==> src/rtl/rgb_batch_fifo.sv <==
// rgb_batch_fifo: de-interleaves RGB pixels into per-channel batches held in a
// DEPTH-slot FIFO. A flush rising edge closes a partial batch with padding.
module rgb_batch_fifo #(
  parameter int unsigned CHANNELS    = 3,
  parameter int unsigned COLOR_WIDTH = 8,
  parameter int unsigned BATCH_SIZE  = 8,
  parameter int unsigned DEPTH       = 4,
  parameter logic [COLOR_WIDTH-1:0] PAD_VALUE = '0
) (
  input  logic                                         I_rgb_clk,
  input  logic                                         I_rst_n,
  input  logic                                         I_flush,
  input  logic [CHANNELS*COLOR_WIDTH-1:0]              I_pixel,
  input  logic                                         I_pixel_valid,
  output logic                                         O_pixel_ready,
  output logic                                         O_batch_valid,
  input  logic                                         I_batch_ready,
  output logic [CHANNELS*BATCH_SIZE*COLOR_WIDTH-1:0]   O_batch_data,
  output logic [$clog2(BATCH_SIZE+1)-1:0]              O_batch_fill,
  output logic [$clog2(DEPTH+1)-1:0]                   O_level,
  output logic                                         O_overflow,
  input  logic                                         I_clear_overflow
);

  localparam int unsigned IdxW  = $clog2(BATCH_SIZE);
  localparam int unsigned FillW = $clog2(BATCH_SIZE + 1);
  localparam int unsigned PtrW  = $clog2(DEPTH);
  localparam int unsigned CntW  = $clog2(DEPTH + 1);
  localparam logic [IdxW-1:0] LastIdx = IdxW'(BATCH_SIZE - 1);

  logic [IdxW-1:0]        elem_q, elem_d;
  logic [PtrW-1:0]        wr_q, wr_d, rd_q, rd_d;
  logic [CntW-1:0]        count_q, count_d;
  logic                   flush_q;
  logic                   ovf_q, ovf_d;
  logic [FillW-1:0]       fill_q [DEPTH];
  logic [COLOR_WIDTH-1:0] mem_q [DEPTH][CHANNELS][BATCH_SIZE];

  logic             accept, flush_edge, last_elem, pad_en, commit, pop;
  logic [FillW-1:0] commit_fill;
  int               pad_from;

  assign O_pixel_ready = (count_q < CntW'(DEPTH));
  assign O_batch_valid = (count_q != '0);
  assign O_level       = count_q;
  assign O_overflow    = ovf_q;

  // Handshake decode and next-state for pointers, counters and flags.
  always_comb begin
    accept      = I_pixel_valid & O_pixel_ready;
    flush_edge  = I_flush & ~flush_q;
    last_elem   = (elem_q == LastIdx);
    // A flush only pads when something real is in the batch and the accept
    // (if any) has not already completed it.
    pad_en      = flush_edge & (accept ? ~last_elem : (elem_q != '0));
    commit      = (accept & last_elem) | pad_en;
    commit_fill = accept ? (FillW'(elem_q) + FillW'(1)) : FillW'(elem_q);
    pad_from    = int'(elem_q) + (accept ? 1 : 0);
    pop         = O_batch_valid & I_batch_ready;

    elem_d  = elem_q;
    if (commit) begin
      elem_d = '0;
    end else if (accept) begin
      elem_d = elem_q + IdxW'(1);
    end
    wr_d    = commit ? wr_q + PtrW'(1) : wr_q;
    rd_d    = pop ? rd_q + PtrW'(1) : rd_q;
    count_d = count_q + CntW'(commit) - CntW'(pop);

    ovf_d = ovf_q;
    if (I_pixel_valid && !O_pixel_ready) begin
      ovf_d = 1'b1;
    end else if (I_clear_overflow) begin
      ovf_d = 1'b0;
    end
  end

  // Control state and per-slot fill counts.
  always_ff @(posedge I_rgb_clk or negedge I_rst_n) begin
    if (!I_rst_n) begin
      elem_q  <= '0;
      wr_q    <= '0;
      rd_q    <= '0;
      count_q <= '0;
      flush_q <= 1'b0;
      ovf_q   <= 1'b0;
      for (int s = 0; s < int'(DEPTH); s++) begin
        fill_q[s] <= '0;
      end
    end else begin
      elem_q  <= elem_d;
      wr_q    <= wr_d;
      rd_q    <= rd_d;
      count_q <= count_d;
      flush_q <= I_flush;
      ovf_q   <= ovf_d;
      if (commit) begin
        fill_q[wr_q] <= commit_fill;
      end
    end
  end

  // Element storage: pixel write at elem_idx, pad fill above it on flush.
  always_ff @(posedge I_rgb_clk) begin
    for (int c = 0; c < int'(CHANNELS); c++) begin
      for (int i = 0; i < int'(BATCH_SIZE); i++) begin
        if (accept && (i == int'(elem_q))) begin
          mem_q[wr_q][c][i] <= I_pixel[c*COLOR_WIDTH +: COLOR_WIDTH];
        end else if (pad_en && (i >= pad_from)) begin
          mem_q[wr_q][c][i] <= PAD_VALUE;
        end
      end
    end
  end

  // Head batch view; zeroed when the FIFO is empty.
  always_comb begin
    O_batch_data = '0;
    O_batch_fill = '0;
    if (O_batch_valid) begin
      O_batch_fill = fill_q[rd_q];
      for (int c = 0; c < int'(CHANNELS); c++) begin
        for (int i = 0; i < int'(BATCH_SIZE); i++) begin
          O_batch_data[(c*BATCH_SIZE+i)*COLOR_WIDTH +: COLOR_WIDTH] = mem_q[rd_q][c][i];
        end
      end
    end
  end

endmodule

==> config.mk <==
export PLATFORM = sky130hd
export DESIGN_NAME = rgb_batch_fifo
export DESIGN_NICKNAME = d
export VERILOG_FILES = /design/src/rtl/rgb_batch_fifo.sv
export SDC_FILE = /design/constraint.sdc
export NUM_CORES = 1
export LEC_CHECK = 0
export CORE_AREA = 2 2 271 273
export DETAILED_ROUTE_END_ITERATION = 10
export DIE_AREA = 0 0 273 275
export SLEW_MARGIN = 40
export SYNTH_ARGS = -nofsm -noshare
export SYNTH_HDL_FRONTEND = slang
export SYNTH_SLANG_ARGS = --single-unit
==> constraint.sdc <==
create_clock -name I_rgb_clk -period 9.4 [get_ports I_rgb_clk]
set_input_delay 1.41 -clock I_rgb_clk [delete_from_list [all_inputs] [get_ports I_rgb_clk]]
set_output_delay 1.41 -clock I_rgb_clk [all_outputs]
set_load 0.05 [all_outputs]
==> flow_summary.yaml <==
global_routing:
  first_global_vias: 16270
  grt_first_pass_wirelength_um: 109100
  grt_antenna_before_repair: 22
  grt_max_degree: 125
  gr-total-overflow: 0
  grt_usage: 0.2026
floorplanning:
  core.rowCount: 99
  initial_utilization: 0.4459
  die_h_um: 275
  ioPinCount: 232
  die-area_sq_mm: 0.07508
  coreArea_sq_mm: 0.07234
  die_w_um: 273
worst_setup_path:
  cp.arrival_ns: 3.88
  slowest_stage: "dfrtp_4"
  path_cells: "buf_12 > buf_16 > mux4_2 > and2_1 > clkdlybuf4s50_1"
  crit_fanout: 54
  critical-path-max-stage-delay_ns: 0.89
  crit_path_start_kind: "register"
  endpoint_kind: "output port"
  required_ns: 7.99
  crit_type: "register to output port"
  reg2reg_slack_ns: 5.89
synth:
  synth-simple-area-share: 0.07859
  synth_top_family_by_area: "multiplexers"
  ys_ff_latch: 796
  synth_compound_area_frac: 0.02021
  syn_nets: 1665
  synthDistinctLibCells: 48
  synth_area_sq_mm: 0.03226
  synthAdderAreaFrac: 0.006051
  syn_inst: 1620
  seq_area_frac_synth: 0.7367
  synth-xor-area-share: 0.002172
  synth.area.mux_share: 0.1424
  synth_area_per_cell_sq_um: 19.91
  ys_warn_count: 0
placed_design:
  io_buffers: 231
  dp_hpwl_um: 44520
  place_congestion: 0.7709
  place_inst: 2764
clock_network:
  clk_latency_ns: 0.62
  h-tree-depth: 3
  clock-root-buffer: "clkbuf_16"
  cts-buffers-inserted: 80
  clockBufferDepth: 3
  clock_sink_count: 796
  post-cts-setup-buffers: 0
  cts_resized: 0
  ctsHoldBuffers: 0
  clkSlewWorstSetupHoldPaths_ns: 0.06
  cts_tree: "built"
route:
  drt_drc_violations_left: 0
  dr.pass1.iters: 5
  wl_per_cell_um: 25.80
  wl_met3_um: 5415
  vias_per_cell: 5.452
  wl_met2_um: 37710
  wl_um: 75180
  ant_nets: 0
  vias: 15890
  drt-met1-wl_um: 30940
  dr.max_layer_used: "met5"
  drt_iter0_markers: 1450
sta:
  fmaxAchievable_ghz: 0.1889
  fin_setup_tns_ns: 0
  relSlewSlack: 0.4600
  setup_viol: 0
  rsz0062_at_grt: "no"
  clock_skew_ns: 0.01610
  fin_crit_ns: 5.294
  worstMarginPinSlew_ns: 0.8074
  finalHoldViolations: 0
  maxSlewViolCount: 0
  fin_crit_sh: 0.5632
finish:
  fillers: 5744
  nets: 1933
  area_delta_synth_final_pct: 19.24
  layout-drive-gt1-share: 0.2215
  final_core_util: 0.5317
  final-instance-count-excl-fill: 2914
hold_path:
  hold_path_class: "register to register"
power_and_ir_drop:
  seqPwrFrac: 0.327
  p_int_mw: 8.804
  comb_power_share: 0.457
  powerDensity_mw_per_mm2: 376.6
  ir_drop_uv: 283.1
  power.switching_mw: 5.682
  p_clk_frac: 0.216
  p_sw_frac: 0.3922
  leakage_nw: 12.54
job:
  maxCapViolCount: 0
status:
  status: "complete, no violations"
-- path summary, 6_finish.rpt --
kind / startpoint / endpoint / cells past startpoint
max: rd_q[0] / O_batch_data[91] / 5
min: fill_q[5] / fill_q[5] / 1
max reg2reg: O_level[2] / mem_q[3][97] / 9
min reg2reg: fill_q[5] / fill_q[5] / 1
max in group asynchronous: I_rst_n / rd_q[1] / 2
min in group asynchronous: I_rst_n / fill_q[6] / 2
-- metal layers --
metal / vias up / track usage
li1: 6932 / -
met1: 8385 / 0.2846
met2: 500 / 0.3333
met3: 69 / 0.03395
met4: 2 / 0.05004
met5: - / 0
-- sequential cells by signal, indices dropped and copies added (netlist names) --
register	count
rd_q	2
wr_q	2
O_level	3
elem_q	3
O_overflow	1
fill_q	16
mem_q	768
flush_q	1
-- kinds of logic (layout without fill, tap and decap cells) --
| kind of cell | count (synthesis) | in the layout |
|---|---|---|
| other | 0 | 5 |
| DFF | 796 | 796 |
| AOI/OAI and AO/OA | 85 | 85 |
| muxes | 212 | 212 |
| xor gates and xnor gates | 8 | 8 |
| adders and majority gates | 15 | 15 |
| buffers and inverters | 103 | 433 |
| and+or+nand+nor | 401 | 401 |
-- worst max-delay path: cells and delay by family (launching register included) --
| family | cells | cell delay, ns |
|---|---|---|
| multiplexers | 1 | 0.62 |
| flip-flops | 1 | 0.89 |
| AND/OR/NAND/NOR | 1 | 0.20 |
| buffers and inverters | 3 | 1.49 |
-- area by class of cell --
class	instances	area, sq um	share of cell area
clock buffers	100	2183	0.05676
flip-flops and latches	796	23770	0.6180
well taps	959	1200	0.03120
multi-input cells	721	8149	0.2119
repair buffers	277	2701	0.07023
clock inverters	44	399.1	0.01038
diodes	5	12.51	0.0003253
inverters	12	47.55	0.001236
-- synth_stat cells (all sizes together) --
master   count  area share
a22oi        1     0.00023
o22ai        1     0.00019
fa           1     0.00062
nand4b       1     0.00027
nor3         1     0.00031
a311oi       1     0.00047
and3         3     0.00058
and2       264       0.051
inv         12      0.0015
a2bb2oi      1     0.00047
nor2b      102       0.020
mux2        16      0.0056
or3          1     0.00019
mux4       196        0.14
xnor2        6      0.0016
o21ai       13      0.0028
nor3b        2     0.00078
edfxtp     768        0.71
or4          1     0.00035
a21boi      57       0.013
nand3        3     0.00047
buf         48      0.0073
nand3b       1     0.00023
nor2         3     0.00035
a21oi        1     0.00016
nand2       12      0.0014
nor4         2      0.0013
dfrtp       28       0.022
o21a         6      0.0014
a21o         1     0.00023
or2          1     0.00019
nand2b       2     0.00062
xor2         2     0.00054
o2bb2ai      1     0.00027
clkbuf      43      0.0051
ha          14      0.0054
and3b        2     0.00054
a211oi       1     0.00023
o2111ai      1     0.00047
-- power groups by stage --
stage | clock network, mW | logic, mW | registers, mW
after CTS | 3.18 | 6.74 | 4.75
after global placement | 0 | 6.66 | 4.80
final | 3.12 | 6.63 | 4.74
after floorplan | 0 | 4.56 | 4.73
after detailed placement | 0 | 6.72 | 4.82
after global routing | 3.31 | 6.98 | 4.79
-- cells in the final DEF (no fill, tap or decap), drive strengths merged, types with 2 or more instances in the layout --
| cell | synthesis | routed |
|---|---|---|
| a21boi | 57 | 57 |
| clkinvlp | 0 | 4 |
| nor3b | 2 | 2 |
| nand3 | 3 | 3 |
| and3 | 3 | 3 |
| buf | 48 | 68 |
| xor2 | 2 | 2 |
| clkbuf | 43 | 100 |
| nor2 | 3 | 3 |
| clkdlybuf4s50 | 0 | 209 |
| edfxtp | 768 | 768 |
| bufinv | 0 | 7 |
| o21a | 6 | 6 |
| clkinv | 0 | 31 |
| diode | 0 | 5 |
| o21ai | 13 | 13 |
| inv | 12 | 14 |
| and2 | 264 | 264 |
| mux4 | 196 | 196 |
| mux2 | 16 | 16 |
| ha | 14 | 14 |
| and3b | 2 | 2 |
| nor2b | 102 | 102 |
| nor4 | 2 | 2 |
| dfrtp | 28 | 28 |
| nand2 | 12 | 12 |
| nand2b | 2 | 2 |
| xnor2 | 6 | 6 |
-- per-stage QoR --
step	instance area, sq um	worst slack [ns]	hold WS (ns)	total power [mW]
after CTS	38420	4.026	0.5051	14.66
after global routing	38450	3.827	0.5153	15.08
after detailed placement	35840	4.482	0.4922	11.54
after global placement	35780	4.137	0.4831	11.46
after floorplan	32260	4.599	0.4738	9.283
final	38460	4.106	0.5023	14.49
No activity file was read; power rests on OpenSTA's default activity.
